$ cat config.mk
export PLATFORM = sky130hd
export DESIGN_NAME = multicycle_control_unit
export DESIGN_NICKNAME = d
export VERILOG_FILES = /design/src/rtl/rv_ctrl_pkg.sv /design/src/rtl/ctrl_decode.sv /design/src/rtl/multicycle_control_unit.sv
export SDC_FILE = /design/constraint.sdc
export NUM_CORES = 1
export LEC_CHECK = 0
export CAP_MARGIN = 20
export CORE_MARGIN = 2
export CORE_UTILIZATION = 49
export DETAILED_ROUTE_END_ITERATION = 8
export GPL_ROUTABILITY_DRIVEN = 0
export PLACE_DENSITY = 0.8
export SETUP_SLACK_MARGIN = 0.3
export SLEW_MARGIN = 20
export SYNTH_ARGS = -nofsm -noshare
export SYNTH_HDL_FRONTEND = slang
export SYNTH_SLANG_ARGS = --single-unit
$ cat constraint.sdc
create_clock -name clk -period 2.2 [get_ports clk]
set_clock_uncertainty 0.1 [all_clocks]
set_input_delay 0.22 -clock clk [delete_from_list [all_inputs] [get_ports clk]]
set_output_delay 0.22 -clock clk [all_outputs]
set_load 0.05 [all_outputs]
$ cat src/rtl/rv_ctrl_pkg.sv
// Shared encodings for the RV32I(+M) multi-cycle control unit:
// opcodes, ALU codes, mux-select encodings and FSM states.
package rv_ctrl_pkg;

    localparam logic [6:0] OPC_LUI    = 7'b0110111;
    localparam logic [6:0] OPC_AUIPC  = 7'b0010111;
    localparam logic [6:0] OPC_JAL    = 7'b1101111;
    localparam logic [6:0] OPC_JALR   = 7'b1100111;
    localparam logic [6:0] OPC_BRANCH = 7'b1100011;
    localparam logic [6:0] OPC_LOAD   = 7'b0000011;
    localparam logic [6:0] OPC_STORE  = 7'b0100011;
    localparam logic [6:0] OPC_OPIMM  = 7'b0010011;
    localparam logic [6:0] OPC_OP     = 7'b0110011;

    localparam logic [3:0] ALU_ADD   = 4'd0;
    localparam logic [3:0] ALU_SUB   = 4'd1;
    localparam logic [3:0] ALU_SLL   = 4'd2;
    localparam logic [3:0] ALU_SLT   = 4'd3;
    localparam logic [3:0] ALU_SLTU  = 4'd4;
    localparam logic [3:0] ALU_XOR   = 4'd5;
    localparam logic [3:0] ALU_SRL   = 4'd6;
    localparam logic [3:0] ALU_SRA   = 4'd7;
    localparam logic [3:0] ALU_OR    = 4'd8;
    localparam logic [3:0] ALU_AND   = 4'd9;
    localparam logic [3:0] ALU_PASSB = 4'd10;

    localparam logic [2:0] IMM_I = 3'b000;
    localparam logic [2:0] IMM_S = 3'b001;
    localparam logic [2:0] IMM_B = 3'b010;
    localparam logic [2:0] IMM_U = 3'b011;
    localparam logic [2:0] IMM_J = 3'b100;

    localparam logic [1:0] WD_ALU = 2'b00;
    localparam logic [1:0] WD_MEM = 2'b01;
    localparam logic [1:0] WD_PC4 = 2'b10;
    localparam logic [1:0] WD_MD  = 2'b11;

    typedef enum logic [2:0] {
        S_FETCH,
        S_DECODE,
        S_EXEC,
        S_MEM,
        S_MD_WAIT,
        S_WB,
        S_TRAP
    } state_e;

    function automatic logic opc_known(input logic [6:0] opc);
        case (opc)
            OPC_LUI, OPC_AUIPC, OPC_JAL, OPC_JALR,
            OPC_BRANCH, OPC_LOAD, OPC_STORE,
            OPC_OPIMM, OPC_OP: return 1'b1;
            default:           return 1'b0;
        endcase
    endfunction

    function automatic logic [3:0] alu_arith(
        input logic [2:0] f3,
        input logic       alt
    );
        logic [3:0] r;
        case (f3)
            3'b000:  r = alt ? ALU_SUB : ALU_ADD;
            3'b001:  r = ALU_SLL;
            3'b010:  r = ALU_SLT;
            3'b011:  r = ALU_SLTU;
            3'b100:  r = ALU_XOR;
            3'b101:  r = alt ? ALU_SRA : ALU_SRL;
            3'b110:  r = ALU_OR;
            default: r = ALU_AND;
        endcase
        return r;
    endfunction

endpackage

$ cat src/rtl/ctrl_decode.sv
// Combinational decode of the latched instruction fields into
// datapath mux selects, ALU op and instruction-class flags.
module ctrl_decode
    import rv_ctrl_pkg::*;
(
    input  logic [6:0] opcode_i,
    input  logic [2:0] funct3_i,
    input  logic       funct7_i,
    input  logic       funct7_m_i,
    output logic [3:0] alu_ctrl_o,
    output logic       a_sel_o,
    output logic       b_sel_o,
    output logic [1:0] wd_src_o,
    output logic [2:0] imm_sel_o,
    output logic       mask_o,
    output logic       dm_sel_o,
    output logic       st_sel_o,
    output logic       is_load_o,
    output logic       is_store_o,
    output logic       is_branch_o,
    output logic       is_jump_o,
    output logic       is_md_o
);

    logic is_op, is_alu_r, is_opimm;
    logic is_lui, is_auipc, is_jal, is_jalr, is_mem;

    assign is_op       = opcode_i == OPC_OP;
    assign is_opimm    = opcode_i == OPC_OPIMM;
    assign is_lui      = opcode_i == OPC_LUI;
    assign is_auipc    = opcode_i == OPC_AUIPC;
    assign is_jal      = opcode_i == OPC_JAL;
    assign is_jalr     = opcode_i == OPC_JALR;
    assign is_load_o   = opcode_i == OPC_LOAD;
    assign is_store_o  = opcode_i == OPC_STORE;
    assign is_branch_o = opcode_i == OPC_BRANCH;
    assign is_jump_o   = is_jal | is_jalr;
    assign is_md_o     = is_op & funct7_m_i;
    assign is_alu_r    = is_op & ~funct7_m_i;
    assign is_mem      = is_load_o | is_store_o;

    assign mask_o   = is_mem & ~funct3_i[1];
    assign dm_sel_o = is_mem & funct3_i[0];
    assign st_sel_o = is_load_o & funct3_i[2];

    always_comb begin
        alu_ctrl_o = ALU_ADD;
        a_sel_o    = 1'b0;
        b_sel_o    = 1'b0;
        wd_src_o   = WD_ALU;
        imm_sel_o  = IMM_I;
        unique case (1'b1)
            is_md_o:  wd_src_o = WD_MD;
            is_alu_r: alu_ctrl_o = alu_arith(funct3_i, funct7_i);
            is_opimm: begin
                // only SRAI uses instr[30]; elsewhere it is immediate bits
                alu_ctrl_o = alu_arith(funct3_i,
                                       funct7_i & (funct3_i == 3'b101));
                b_sel_o    = 1'b1;
            end
            is_load_o: begin
                b_sel_o  = 1'b1;
                wd_src_o = WD_MEM;
            end
            is_store_o: begin
                b_sel_o   = 1'b1;
                imm_sel_o = IMM_S;
            end
            is_branch_o: begin
                imm_sel_o  = IMM_B;
                alu_ctrl_o = !funct3_i[2] ? ALU_SUB :
                             !funct3_i[1] ? ALU_SLT : ALU_SLTU;
            end
            is_lui: begin
                alu_ctrl_o = ALU_PASSB;
                b_sel_o    = 1'b1;
                imm_sel_o  = IMM_U;
            end
            is_auipc: begin
                a_sel_o   = 1'b1;
                b_sel_o   = 1'b1;
                imm_sel_o = IMM_U;
            end
            is_jal: begin
                a_sel_o   = 1'b1;
                b_sel_o   = 1'b1;
                wd_src_o  = WD_PC4;
                imm_sel_o = IMM_J;
            end
            is_jalr: begin
                b_sel_o  = 1'b1;
                wd_src_o = WD_PC4;
            end
            default: ;
        endcase
    end

endmodule

$ cat src/rtl/multicycle_control_unit.sv
// Multi-cycle RV32I(+M) control FSM: FETCH/DECODE/EXEC/MEM/WB
// sequencing with memory and mul/div wait handshakes.
module multicycle_control_unit
    import rv_ctrl_pkg::*;
#(
    parameter int ALU_CTRL_W = 4,
    parameter int EN_MULDIV  = 0,
    parameter int MD_LATENCY = 8
) (
    input  logic                  clk,
    input  logic                  reset,
    input  logic [6:0]            opcode,
    input  logic [2:0]            funct3,
    input  logic                  funct7,
    input  logic                  funct7_m,
    input  logic                  instr_valid,
    input  logic                  dm_ready,
    input  logic                  branch_taken,
    output logic [ALU_CTRL_W-1:0] ALU_Ctrl,
    output logic                  A_select,
    output logic                  B_select,
    output logic [1:0]            wd_src,
    output logic                  Mask,
    output logic                  dm_select,
    output logic                  store_select,
    output logic [2:0]            imm_select,
    output logic                  PC_src,
    output logic                  dm_read,
    output logic                  dm_write,
    output logic                  reg_write,
    output logic                  pc_write,
    output logic                  ir_write,
    output logic                  md_start,
    output logic                  illegal
);

    localparam logic [7:0] MD_INIT = 8'(MD_LATENCY - 1);

    state_e     state_q, state_d;
    logic [7:0] cnt_q, cnt_d;
    logic [6:0] op_q;
    logic [2:0] f3_q;
    logic       f7_q, f7m_q;

    logic [3:0] alu;
    logic [1:0] wd;
    logic [2:0] imm;
    logic       a_sel, b_sel, mask, dm_sel, st_sel;
    logic       is_ld, is_st, is_br, is_jmp, is_md;
    logic       legal;
    logic       ir_w, dm_rd, dm_wr, reg_w, pc_w, pc_s, md_s;

    ctrl_decode u_dec (
        .opcode_i    (op_q),
        .funct3_i    (f3_q),
        .funct7_i    (f7_q),
        .funct7_m_i  (f7m_q),
        .alu_ctrl_o  (alu),
        .a_sel_o     (a_sel),
        .b_sel_o     (b_sel),
        .wd_src_o    (wd),
        .imm_sel_o   (imm),
        .mask_o      (mask),
        .dm_sel_o    (dm_sel),
        .st_sel_o    (st_sel),
        .is_load_o   (is_ld),
        .is_store_o  (is_st),
        .is_branch_o (is_br),
        .is_jump_o   (is_jmp),
        .is_md_o     (is_md)
    );

    assign legal = opc_known(opcode) &&
                   !(opcode == OPC_OP && funct7_m && EN_MULDIV == 0);

    always_ff @(posedge clk) begin
        if (reset) begin
            state_q <= S_FETCH;
            cnt_q   <= '0;
            op_q    <= '0;
            f3_q    <= '0;
            f7_q    <= 1'b0;
            f7m_q   <= 1'b0;
        end else begin
            state_q <= state_d;
            cnt_q   <= cnt_d;
            if (state_q == S_DECODE) begin
                op_q  <= opcode;
                f3_q  <= funct3;
                f7_q  <= funct7;
                f7m_q <= funct7_m;
            end
        end
    end

    always_comb begin
        state_d = state_q;
        cnt_d   = cnt_q;
        ir_w    = 1'b0;
        dm_rd   = 1'b0;
        dm_wr   = 1'b0;
        reg_w   = 1'b0;
        pc_w    = 1'b0;
        pc_s    = 1'b0;
        md_s    = 1'b0;
        unique case (state_q)
            S_FETCH: begin
                ir_w = instr_valid;
                if (instr_valid) state_d = S_DECODE;
            end
            S_DECODE: state_d = legal ? S_EXEC : S_TRAP;
            S_EXEC: begin
                unique case (1'b1)
                    is_ld, is_st: state_d = S_MEM;
                    is_br: begin
                        pc_w    = 1'b1;
                        pc_s    = branch_taken;
                        state_d = S_FETCH;
                    end
                    is_jmp: begin
                        pc_w    = 1'b1;
                        pc_s    = 1'b1;
                        state_d = S_WB;
                    end
                    is_md: begin
                        md_s    = 1'b1;
                        cnt_d   = MD_INIT;
                        state_d = S_MD_WAIT;
                    end
                    default: state_d = S_WB;
                endcase
            end
            S_MEM: begin
                dm_rd = is_ld;
                dm_wr = is_st;
                if (dm_ready) begin
                    pc_w    = is_st;
                    state_d = is_st ? S_FETCH : S_WB;
                end
            end
            S_MD_WAIT: begin
                if (cnt_q == '0) state_d = S_WB;
                else             cnt_d   = cnt_q - 8'd1;
            end
            S_WB: begin
                // jumps already redirected the PC in EXEC
                reg_w   = 1'b1;
                pc_w    = !is_jmp;
                state_d = S_FETCH;
            end
            S_TRAP:  state_d = S_TRAP;
            default: state_d = S_FETCH;
        endcase
    end

    assign ALU_Ctrl     = reset ? '0 : ALU_CTRL_W'(alu);
    assign A_select     = a_sel & ~reset;
    assign B_select     = b_sel & ~reset;
    assign wd_src       = reset ? WD_ALU : wd;
    assign Mask         = mask & ~reset;
    assign dm_select    = dm_sel & ~reset;
    assign store_select = st_sel & ~reset;
    assign imm_select   = reset ? IMM_I : imm;
    assign PC_src       = pc_s & ~reset;
    assign dm_read      = dm_rd & ~reset;
    assign dm_write     = dm_wr & ~reset;
    assign reg_write    = reg_w & ~reset;
    assign pc_write     = pc_w & ~reset;
    assign ir_write     = ir_w & ~reset;
    assign md_start     = md_s & ~reset;
    assign illegal      = (state_q == S_TRAP) & ~reset;

endmodule
==> impl_metrics.env, run 1 <==
export IMPL_failing_step="5_1_grt"
export IMPL_status="aborted with a tool error"
export IMPL_syn_avg_cell_area_um2=7.07
export IMPL_die_x_um=60.6
export IMPL_post_dp_hpwl_um=3410
export IMPL_synthCells=222
export IMPL_grt_ovfl_total=102
export IMPL_htree_levels=1
export IMPL_synth_edf_count=0
export IMPL_placed_cells=304
export IMPL_std_cell_rows=20
export IMPL_syn_nets=241
export IMPL_grt_use_total_pct=80.8
export IMPL_placed_cell_area_mm2=0.00241
export IMPL_cts_buffers=3
export IMPL_error="[ERROR GRT-0232] Routing congestion too high. Check the congestion heatmap in the GUI."
export IMPL_yosysWarnings=0
export IMPL_ctsHoldBuffers=0
export IMPL_yosysUniqueCellTypes=46
export IMPL_synth_main_ff_cell="dfxtp_1"
export IMPL_yosysSeqAreaShare_pct=29.3
export IMPL_cts_root_buf="clkbuf_4"
export IMPL_yosys_area_top_type="dfxtp_1"
export IMPL_grt_start_max_net_pins=21
export IMPL_synthArstFlopShare_pct=0
export IMPL_synth_top_area_share_pct=29.3
export IMPL_ioPinCount=39
export IMPL_port_buffers=38
export IMPL_cts_sinks=23
export IMPL_synth_area_mm2=0.00157
export IMPL_synthTopCellsByArea="dfxtp_1 (29%), nand2_1 (8.8%), a21oi_1 (8.0%), nor2_1 (4.3%), clkbuf_1 (3.3%)"
export IMPL_endpoint_type="output port"
export IMPL_ys_ff_latch=23
export IMPL_cts_buffer_depth=2
export IMPL_start_util_pct=51.4
export IMPL_dieHeight_um=60.6
export IMPL_grt_worst_setup_endpoint="pc_write"
logic make-up after synthesis:
family	after synthesis	share of synthesized area (%)
xor gates and xnor gates	2	1.12
buffers and inverters	19	4.62
DFF	23	29.3
and+or+nand+nor	111	37.7
AOI/OAI and AO/OA	65	25.7
adders and majority gates	2	1.59
synth_stat cells (2+ instances only):
master     n
ha_1       2
nor4_1     3
nor3b_1    3
dfxtp_1   23
a22oi_1    2
o31a_1     2
xor2_1     2
and2_1     4
o21a_1     2
o21ai_0   10
nor2b_1    8
clkbuf_1  14
inv_1      4
nor3_1    10
nand2b_1   5
nand2_1   37
or4_2      2
a21oi_1   25
nand4_1    3
or4_1      2
nor2_1    18
a211oi_1   6
o211ai_1   4
nand3b_1   3
a31oi_1    5
or3_1      2
o31ai_1    2
metal layers:
layer | track usage [%] | GRT overflow
met5 | 8.57 | 0
met4 | 100 | 62
met2 | 99.4 | 40
met1 | 76.8 | 0
met3 | 59.1 | 0
metrics by stage:
stage,worst slack [ns],hold WS (ns)
floorplan,0.0332,0.256
global placement,0.178,0.364
detailed placement,0.0909,0.379
CTS,-0.0692,0.269
timing repair:
| action | 4_1_cts |
|---|---|
| gates resized for setup | 67 |
| pin swaps | 25 |
| setup endpoints to repair | 26 |
| hold endpoints to repair | 0 |
| buffers inserted | 21 |
==> inputs of run 2 (changes only) <==
--- a/config.mk
+++ b/config.mk
@@ -7,11 +7,10 @@
 export LEC_CHECK = 0
 export CAP_MARGIN = 20
 export CORE_MARGIN = 2
-export CORE_UTILIZATION = 49
+export CORE_UTILIZATION = 40
 export DETAILED_ROUTE_END_ITERATION = 8
 export GPL_ROUTABILITY_DRIVEN = 0
-export PLACE_DENSITY = 0.8
-export SETUP_SLACK_MARGIN = 0.3
+export PLACE_DENSITY_LB_ADDON = 0.15
 export SLEW_MARGIN = 20
 export SYNTH_ARGS = -nofsm -noshare
 export SYNTH_HDL_FRONTEND = slang
==> impl_metrics.env, run 2 <==
export IMPL_yosysSeqAreaShare_pct=29.3
export IMPL_crit_chain="or4b_4, o21ai_1, nand4_1, a211oi_2, buf_12"
export IMPL_ant_nets=0
export IMPL_cts_tree="yes"
export IMPL_rsz0062_at_grt="yes"
export IMPL_status="finished, final reports clean"
export IMPL_grt_first_pass_wirelength_um=7350
export IMPL_ys_ff_latch=23
export IMPL_grt_pass1_vias=1557
export IMPL_drive_gt1_share_pct=27.9
export IMPL_mostFrequentLayoutCells="nand2_1 (37), a21oi_1 (24), buf_4 (21)"
export IMPL_die_x_um=66.7
export IMPL_synthArstFlopShare_pct=0
export IMPL_r2r_start="cnt_q[3]$_SDFFE_PP0P_"
export IMPL_antenna_found_initial=0
export IMPL_max_freq_mhz=468
export IMPL_fin_total_pwr_mw=1.70
export IMPL_rrSetupSlack_ns=0.14
export IMPL_top_regs="cnt_q (8), op_q (7)"
export IMPL_n_fill_cell=351
export IMPL_slew_viol_final=0
export IMPL_p_leak_nw=0.849
export IMPL_drtPass1Iterations=4
export IMPL_die_area_mm2=0.00444
export IMPL_dieHeight_um=66.7
export IMPL_port_buffers=38
export IMPL_hold_violations=0
export IMPL_cp_startpoint="f3_q[0]$_SDFFE_PP0N_"
export IMPL_route_detailed_drc=0
export IMPL_final_common_cell="nand2_1"
export IMPL_final_seq_area_um2=468
export IMPL_post_dp_hpwl_um=3300
export IMPL_syn_avg_cell_area_um2=7.07
export IMPL_worst_pin_slew_ns=0.432
export IMPL_core_area_mm2=0.00372
export IMPL_synth_most_common_cell="nand2_1"
export IMPL_synth_edf_count=0
export IMPL_cts_buffers=3
export IMPL_synth_main_ff_cell="dfxtp_1"
export IMPL_vias=1741
export IMPL_pwr_share_clk_pct=15.5
export IMPL_hold_start="f7m_q$_SDFFE_PP0N_"
export IMPL_clk_latency_ns=0.26
export IMPL_yosysWarnings=0
export IMPL_yosysUniqueCellTypes=46
export IMPL_synth_area_mm2=0.00157
export IMPL_synth_top_area_share_pct=29.3
export IMPL_startpoint_type="register"
export IMPL_r2r_end="cnt_q[7]$_SDFFE_PP0P_"
export IMPL_reg2regPathDepth=4
export IMPL_switching_share_pct=41.3
export IMPL_diodes=0
export IMPL_critPathMaxFanout=2
export IMPL_max_slew_margin_pct=71.1
export IMPL_p_comb_share_pct=47.2
export IMPL_synthCells=222
export IMPL_grt_start_max_net_pins=27
export IMPL_slowest_stage="or4b_4"
export IMPL_clk_pin_slew_ns=0.08
export IMPL_slowest_delay_ns=0.51
export IMPL_wl_per_cell_um=14.0
export IMPL_yosys_area_top_type="dfxtp_1"
export IMPL_peakVddDrop_mv=0.438
export IMPL_crit_family="simple AND/OR/NAND/NOR gates"
export IMPL_end_kind="output port"
export IMPL_nets=285
export IMPL_grt_use_total_pct=20.9
export IMPL_maxCapViolCount=0
export IMPL_wl_um=4370
export IMPL_grt_ovfl_total=0
export IMPL_synthTopCellsByArea="dfxtp_1 (29%), nand2_1 (8.8%), a21oi_1 (8.0%), nor2_1 (4.3%), clkbuf_1 (3.3%)"
export IMPL_viasPerCell=5.56
export IMPL_drt_iter0_drc=133
export IMPL_cp_data_required_time_ns=1.88
export IMPL_syn_nets=241
export IMPL_final_util_pct=65.2
export IMPL_power_density_mw_per_mm2=700
export IMPL_htree_levels=1
export IMPL_std_cell_rows=22
export IMPL_cts_buffer_depth=2
export IMPL_hold_depth=2
export IMPL_p_sw_mw=0.701
export IMPL_finalSetupViolations=0
export IMPL_path_buf_inv=1
export IMPL_largest_reg_flops=8
export IMPL_synth_common_cells="nand2_1 (37), a21oi_1 (25), dfxtp_1 (23)"
export IMPL_fin_crit_ns=2.14
export IMPL_cp_num_cells=5
export IMPL_cp_endpoint="ALU_Ctrl[0]"
export IMPL_internal_power_mw=0.994
export IMPL_ioPinCount=39
export IMPL_cts_setup_buffers=0
export IMPL_regMostFlops="cnt_q"
export IMPL_start_util_pct=42.3
export IMPL_multi_input_area_mm2=0.00117
export IMPL_timing_final_crit_share_pct=97.2
export IMPL_cts_root_buf="clkbuf_8"
export IMPL_cts_sinks=23
export IMPL_hold_path_class="register to register"
export IMPL_pwr_share_seq_pct=37.3
export IMPL_area_delta_synth_final_pct=54.3
export IMPL_criticalPathCategory="register to output port"
export IMPL_worstPathArrival_ns=1.82
-- run 2: cell counts after synthesis --
No cell type changed its count.
-- run 2: per-layer routing --
metal	vias to the layer above	global-route usage, %	wire [um]
li1	885	-	-
met1	815	29.0	1990
met2	39	34.3	2150
met3	2	3.38	213
met4	0	3.83	18
met5	-	0	0
-- run 2: worst min-delay path by stage --
stage	end
floorplan	f7_q$_SDFFE_PP0N_
global placement	f7_q$_SDFFE_PP0N_
detailed placement	f7m_q$_SDFFE_PP0N_
CTS	f3_q[0]$_SDFFE_PP0N_
global route	cnt_q[7]$_SDFFE_PP0P_
finish	f7m_q$_SDFFE_PP0N_
-- run 2: repair_timing --
item,4_1_cts,5_1_grt
endpoints found under the setup margin,6,11
gates cloned,0,0
pin swaps,4,4
hold buffers,0,0
resized for setup,8,14
-- run 2: power by group through the flow --
stage	combinational (mW)	sequential, mW	clock, mW
CTS	0.786	0.622	0.273
global placement	0.765	0.622	0
finish	0.799	0.632	0.263
detailed placement	0.772	0.623	0
global route	0.889	0.652	0.291
floorplan	0.548	0.582	0
-- run 2: kinds of logic after synthesis --
kind of cell               after synthesis  synth area share (%)
and+or+nand+nor                        111                  37.7
AOI/OAI and AO/OA                       65                  25.7
DFF                                     23                  29.3
buffers and inverters                   19                  4.62
xor gates and xnor gates                 2                  1.12
adders and majority gates                2                  1.59
-- run 2: through the flow --
step	hold WS (ns)	cell area [um^2]	cells	TNS [ns]	setup slack, ns
final	0.390	2420	313	0	0.0622
after global routing	0.407	2420	313	-0.0580	-0.0444
after CTS	0.391	2370	313	0	0.000173
after detailed placement	0.373	2290	309	0	0.129
after global placement	0.362	2290	309	0	0.155
after floorplan	0.256	1630	222	-0.618	-0.243
-- run 2: cell type report --
| type | count | area share [%] |
|---|---|---|
| Clock buffer | 3 | 1.70 |
| Clock inverter | 1 | 0.207 |
| Inverter | 4 | 0.620 |
| Multi-Input combinational cell | 180 | 48.5 |
| Sequential cell | 23 | 19.3 |
| Tap cell | 48 | 2.48 |
| Timing Repair Buffer | 54 | 27.2 |
-- run 2: worst register-to-register path: cells and delay by family (launching register included) --
kind / cells / cell delay (ns)
simple gates: 3 / 1.41
flops: 1 / 0.35
compound gates: 1 / 0.14
Note: power is estimated with default switching activity, not from simulation.
==> inputs of run 3 (changes only) <==
--- a/config.mk
+++ b/config.mk
@@ -10,8 +10,10 @@
 export CORE_UTILIZATION = 40
 export DETAILED_ROUTE_END_ITERATION = 8
 export GPL_ROUTABILITY_DRIVEN = 0
-export PLACE_DENSITY_LB_ADDON = 0.15
+export PLACE_DENSITY = 0.66
 export SLEW_MARGIN = 20
 export SYNTH_ARGS = -nofsm -noshare
 export SYNTH_HDL_FRONTEND = slang
+export SYNTH_HIERARCHICAL = 1
 export SYNTH_SLANG_ARGS = --single-unit
+export TNS_END_PERCENT = 10
==> impl_metrics.env, run 3 <==
export IMPL_ant_nets=0
export IMPL_final_seq_area_um2=469
export IMPL_placed_cells=326
export IMPL_p_leak_nw=0.925
export IMPL_syn_nets=254
export IMPL_yosysSeqAreaShare_pct=27.9
export IMPL_synth_edf_count=0
export IMPL_nets=303
export IMPL_criticalPathCategory="register to output port"
export IMPL_yosys_area_top_type="dfxtp_1"
export IMPL_violations="negative setup slack"
export IMPL_grtUsageMet1_pct=30.9
export IMPL_synthTopCellsByArea="dfxtp_1 (28%), nor2b_1 (8.3%), a21oi_1 (8.2%), nand2_1 (7.9%), nor2_1 (5.5%)"
export IMPL_status="finished, violations left"
export IMPL_hold_start="f7_q$_SDFFE_PP0P_"
export IMPL_cts_root_buf="clkbuf_8"
export IMPL_reg2regPathDepth=7
export IMPL_viasPerCell=5.38
export IMPL_fin_crit_ns=2.23
export IMPL_final_common_cell="nand2_1"
export IMPL_min_to="f7_q$_SDFFE_PP0P_"
export IMPL_ys_ff_latch=23
export IMPL_wl_per_cell_um=13.1
export IMPL_area_delta_synth_final_pct=53.8
export IMPL_clk_latency_ns=0.26
export IMPL_worstPathArrival_ns=1.91
export IMPL_core_area_mm2=0.00400
export IMPL_startpoint_type="register"
export IMPL_slew_viol_final=0
export IMPL_vias=1792
export IMPL_synth_common_cells="nand2_1 (35), a21oi_1 (27), nor2_1 (24)"
export IMPL_worst_pin_slew_ns=0.456
export IMPL_cts_sinks=23
export IMPL_r2r_end="state_q[2]$_SDFFE_PP0P_"
export IMPL_maxCapViolCount=0
export IMPL_htree_levels=1
export IMPL_cts_tree="yes"
export IMPL_fin_cells=333
export IMPL_hold_violations=0
export IMPL_post_dp_hpwl_um=3390
export IMPL_timing_final_crit_share_pct=102
export IMPL_antenna_found_initial=0
export IMPL_grt_first_pass_wirelength_um=7240
export IMPL_cts_buffer_depth=2
export IMPL_finalSetupViolations=2
export IMPL_end_kind="output port"
export IMPL_synthArstFlopShare_pct=0
export IMPL_wl_um=4350
export IMPL_drt_iter0_drc=116
export IMPL_n_fill_cell=343
export IMPL_dieHeight_um=68.3
export IMPL_grt_ovfl_total=0
export IMPL_diodes=0
export IMPL_largest_reg_flops=8
export IMPL_yosysWarnings=6
export IMPL_synthCells=235
export IMPL_synth_main_ff_cell="dfxtp_1"
export IMPL_max_slew_margin_pct=69.5
export IMPL_drive_gt1_share_pct=26.9
export IMPL_cts_buffers=3
export IMPL_worst_slack_ns=-0.0336
export IMPL_top_usage_layer="met1"
export IMPL_hold_path_class="register to register"
export IMPL_mostFrequentLayoutCells="nand2_1 (35), a21oi_1 (26), buf_12 (22)"
export IMPL_use_met3_pct=1.64
export IMPL_grt_start_max_net_pins=18
export IMPL_die_area_mm2=0.00466
export IMPL_clk_pin_slew_ns=0.07
export IMPL_ctsHoldBuffers=0
export IMPL_hold_depth=2
export IMPL_regMostFlops="cnt_q"
export IMPL_multi_input_area_mm2=0.00119
export IMPL_power_density_mw_per_mm2=460
export IMPL_whs_ns=0.377
export IMPL_peakVddDrop_mv=0.306
export IMPL_cp_startpoint="op_q[3]$_SDFFE_PP0P_"
export IMPL_port_buffers=38
export IMPL_start_util_pct=41.3
export IMPL_synth_top_area_share_pct=27.9
export IMPL_rsz0062_at_grt="yes"
export IMPL_grt_use_total_pct=20.1
export IMPL_synth_area_mm2=0.00165
export IMPL_std_cell_rows=23
export IMPL_route_detailed_drc=0
export IMPL_rrSetupSlack_ns=0.19
export IMPL_max_freq_mhz=448
export IMPL_synth_most_common_cell="nand2_1"
export IMPL_top_regs="cnt_q (8), op_q (7)"
export IMPL_grt_pass1_vias=1546
export IMPL_syn_avg_cell_area_um2=7.03
export IMPL_ioPinCount=39
export IMPL_die_x_um=68.3
export IMPL_critPathMaxFanout=3
export IMPL_r2r_start="op_q[3]$_SDFFE_PP0P_"
export IMPL_grtUsageMet2_pct=29.7
export IMPL_yosysUniqueCellTypes=46
export IMPL_drtPass1Iterations=4
export IMPL_cp_data_required_time_ns=1.88
run 3: layout make-up:
| cell class | instances | share of cell area (%) |
|---|---|---|
| multi-input combinational | 190 | 46.9 |
| timing repair buffer | 56 | 28.9 |
| sequential | 23 | 18.5 |
| tap | 50 | 2.46 |
| clock buffer | 4 | 1.77 |
| inverter | 10 | 1.48 |
run 3: per-stage QoR:
stage / setup TNS [ns] / util [%] / area, um^2 / power [mW] / setup slack, ns
finish: -0.0542 / 63.6 / 2540 / 1.17 / -0.0336
global route: -0.421 / 63.6 / 2540 / 1.25 / -0.105
CTS: -0.353 / 62.8 / 2510 / 1.17 / -0.136
detailed placement: 0 / 59.6 / 2390 / 0.899 / 0.113
global placement: 0 / 59.6 / 2390 / 0.894 / 0.151
floorplan: -0.414 / - / 1660 / 0.747 / -0.238
run 3: how the worst max path moves through the flow:
stage,cells after the start,end,slack (ns)
final,8,pc_write,-0.03
after global routing,6,wd_src[0],-0.10
after CTS,8,pc_write,-0.14
after detailed placement,8,pc_write,0.11
after global placement,8,pc_write,0.15
after floorplan,7,pc_write,-0.24
run 3: logic make-up (layout without fill, tap and decap cells):
| logic type | after synthesis | in the layout | synth area share (%) |
|---|---|---|---|
| fa+ha+maj | 2 | 2 | 1.51 |
| simple gates | 124 | 124 | 39.9 |
| compound gates | 59 | 59 | 22.9 |
| xor+xnor | 5 | 5 | 2.65 |
| flops | 23 | 23 | 27.9 |
| buf+inv | 22 | 70 | 5.22 |
run 3: critical path, stage by stage, from the launching register on:
cell	delay, ns
dfxtp_2	0.32
nand3b_4	0.15
or4_4	0.53
nor2_4	0.11
nand2_1	0.06
o22ai_2	0.10
a21oi_2	0.09
nor2_2	0.14
buf_12	0.15
run 3: layer usage:
metal	up-vias	share of wire (%)
li1	918	-
met1	816	50
met2	54	44
met3	4	5.1
met4	0	0.87
met5	-	0
run 3: report_power, final:
| part | total (mW) | internal, mW | switching [mW] |
|---|---|---|---|
| clock | 0.256 | 0.129 | 0.126 |
| sequential | 0.521 | 0.457 | 0.0642 |
| combinational | 0.392 | 0.175 | 0.217 |
| total | 1.17 | 0.761 | 0.408 |
run 3: what timing repair did:
action                                  in CTS  in global routing
gates resized for setup                     20                 11
hold endpoints to repair                     0                  0
endpoints found under the setup margin       3                 15
buffers inserted                             3                  0
pin swaps                                    5                  3
gates cloned                                 0                  0
==> inputs of run 4 (changes only) <==
--- a/config.mk
+++ b/config.mk
@@ -9,8 +9,8 @@
 export CORE_MARGIN = 2
 export CORE_UTILIZATION = 40
 export DETAILED_ROUTE_END_ITERATION = 8
+export DONT_BUFFER_PORTS = 1
 export GPL_ROUTABILITY_DRIVEN = 0
-export PLACE_DENSITY = 0.66
 export SLEW_MARGIN = 20
 export SYNTH_ARGS = -nofsm -noshare
 export SYNTH_HDL_FRONTEND = slang
==> constraint.sdc (replaced) <==
create_clock -name clk -period 2 [get_ports clk]
set_clock_uncertainty 0.1 [all_clocks]
set_input_delay 0.2 -clock clk [delete_from_list [all_inputs] [get_ports clk]]
set_output_delay 0.2 -clock clk [all_outputs]
set_load 0.05 [all_outputs]
==> impl_metrics.env, run 4 (same netlist as run 3, synthesis figures left out) <==
export IMPL_finalSetupTns_ns=-0.728
export IMPL_cts_root_buf="clkbuf_8"
export IMPL_placed_cells=314
export IMPL_port_buffers=0
export IMPL_rrSetupSlack_ns=0.09
export IMPL_hold_violations=0
export IMPL_grtUsageMet2_pct=33.6
export IMPL_diodes=0
export IMPL_path_buf_inv=1
export IMPL_slew_viol_final=0
export IMPL_finalSetupViolations=9
export IMPL_vias=1841
export IMPL_critPathMaxFanout=5
export IMPL_hold_path_class="input port to register"
export IMPL_placed_cell_area_mm2=0.00206
export IMPL_status="finished, violations left"
export IMPL_maxCapViolCount=0
export IMPL_cp_num_cells=8
export IMPL_wl_per_cell_um=14.1
export IMPL_final_seq_area_um2=465
export IMPL_post_dp_hpwl_um=3210
export IMPL_start_util_pct=41.3
export IMPL_htree_levels=1
export IMPL_cts_tree="yes"
export IMPL_nets=301
export IMPL_viasPerCell=5.56
export IMPL_std_cell_rows=23
export IMPL_worstPathArrival_ns=1.91
export IMPL_top_usage_layer="met2"
export IMPL_max_freq_mhz=453
export IMPL_cts_setup_buffers=0
export IMPL_drtPass1Iterations=4
export IMPL_cp_endpoint="pc_write"
export IMPL_regMostFlops="cnt_q"
export IMPL_p_leak_nw=0.886
export IMPL_n_fill_cell=376
export IMPL_use_met3_pct=3.13
export IMPL_fin_cells=331
export IMPL_crit_family="simple AND/OR/NAND/NOR gates"
export IMPL_criticalPathCategory="register to output port"
export IMPL_antenna_found_initial=0
export IMPL_area_delta_synth_final_pct=40.6
export IMPL_clk_pin_slew_ns=0.08
export IMPL_fin_total_pwr_mw=1.28
export IMPL_timing_final_crit_share_pct=110
export IMPL_die_area_mm2=0.00466
export IMPL_ant_nets=0
export IMPL_slowest_stage="or4_4"
export IMPL_power_density_mw_per_mm2=551
export IMPL_ioPinCount=39
export IMPL_final_area_mm2=0.00232
export IMPL_grt_ovfl_total=0
export IMPL_core_area_mm2=0.00400
export IMPL_worst_pin_slew_ns=0.639
export IMPL_dp_slack_ns=0.0473
export IMPL_r2r_start="op_q[3]$_SDFFE_PP0P_"
export IMPL_top_regs="cnt_q (8), op_q (7)"
export IMPL_grt_use_total_pct=21.3
export IMPL_drt_iter0_drc=99
export IMPL_final_util_pct=58.1
export IMPL_cts_buffer_depth=2
export IMPL_whs_ns=0.00625
export IMPL_violations="negative setup slack"
export IMPL_rsz0062_at_grt="yes"
export IMPL_grt_start_max_net_pins=26
export IMPL_worst_slack_ns=-0.205
export IMPL_reg2regPathDepth=8
export IMPL_crit_path_frequent_cell="nor2_2"
export IMPL_wl_um=4680
export IMPL_startpoint_type="register"
export IMPL_end_kind="output port"
export IMPL_fin_crit_ns=2.21
export IMPL_die_x_um=68.3
export IMPL_multi_input_area_mm2=0.00118
export IMPL_cts_sinks=23
export IMPL_grtUsageMet1_pct=28.3
export IMPL_peakVddDrop_mv=0.468
export IMPL_slowest_delay_ns=0.48
export IMPL_r2r_end="state_q[2]$_SDFFE_PP0P_"
export IMPL_cts_buffers=3
export IMPL_route_detailed_drc=0
export IMPL_max_slew_margin_pct=57.2
export IMPL_final_common_cell="nand2_1"
export IMPL_cp_startpoint="op_q[3]$_SDFFE_PP0P_"
export IMPL_grt_first_pass_wirelength_um=7580
export IMPL_grt_pass1_vias=1712
export IMPL_mostFrequentLayoutCells="nand2_1 (34), buf_4 (28), a21oi_1 (27)"
export IMPL_hold_start="reset"
export IMPL_largest_reg_flops=8
export IMPL_drive_gt1_share_pct=27.0
export IMPL_dieHeight_um=68.3
export IMPL_crit_chain="nand3b_4, or4_4, nor2_2, nand2_1, o22ai_1, a21oi_1, nor2_2, buf_12"
export IMPL_cp_data_required_time_ns=1.70
export IMPL_clk_latency_ns=0.27
-- run 4: cell types whose count changed in the layout (fill, tap and decap cells not counted), sizes merged --
cell / before / now
clkbuf: 4 / 3
clkdlybuf4s50: 16 / 0
buf: 40 / 41
clkinv: 0 / 1
dlygate4sd3: 0 / 13
-- run 4: cell type report --
class	count	area share, %
Multi-Input combinational cell	190	50.8
Timing Repair Buffer	54	22.8
Sequential cell	23	20.0
Tap cell	50	2.69
Clock buffer	3	1.78
Inverter	10	1.62
Clock inverter	1	0.215
-- run 4: repair_timing --
action,CTS,global route
hold endpoints to repair,16,0
pin swaps,0,1
hold buffers,13,0
resized for setup,16,15
setup endpoints to repair,14,19
-- run 4: worst register-to-register path: cells and delay by family (launching register included) --
family                 cells  cell delay [ns]
AND/OR/NAND/NOR            4             0.81
flip-flops                 1             0.32
AO/OA/AOI/OAI              3             0.45
buffers and inverters      1             0.14
-- run 4: worst min path at each step --
| stage | end | cells after the start |
|---|---|---|
| 4_1_cts | state_q[2]$_SDFFE_PP0P_ | 2 |
| 2_1_floorplan | op_q[2]$_SDFFE_PP0P_ | 2 |
| 5_1_grt | state_q[2]$_SDFFE_PP0P_ | 2 |
| 6_report | state_q[2]$_SDFFE_PP0P_ | 2 |
| 3_5_place_dp | cnt_q[2]$_SDFFE_PP0P_ | 1 |
| 3_3_place_gp | cnt_q[2]$_SDFFE_PP0P_ | 1 |
-- run 4: routing by layer --
layer / share of wire (%) / routed length, um
met1: 47 / 2210
met2: 46 / 2140
met3: 4.7 / 222
met4: 2.3 / 106
met5: 0 / 0
-- run 4: where the power goes --
| group | switching (mW) | internal (mW) |
|---|---|---|
| registers | 0.0561 | 0.501 |
| clock network | 0.152 | 0.139 |
| logic | 0.243 | 0.189 |
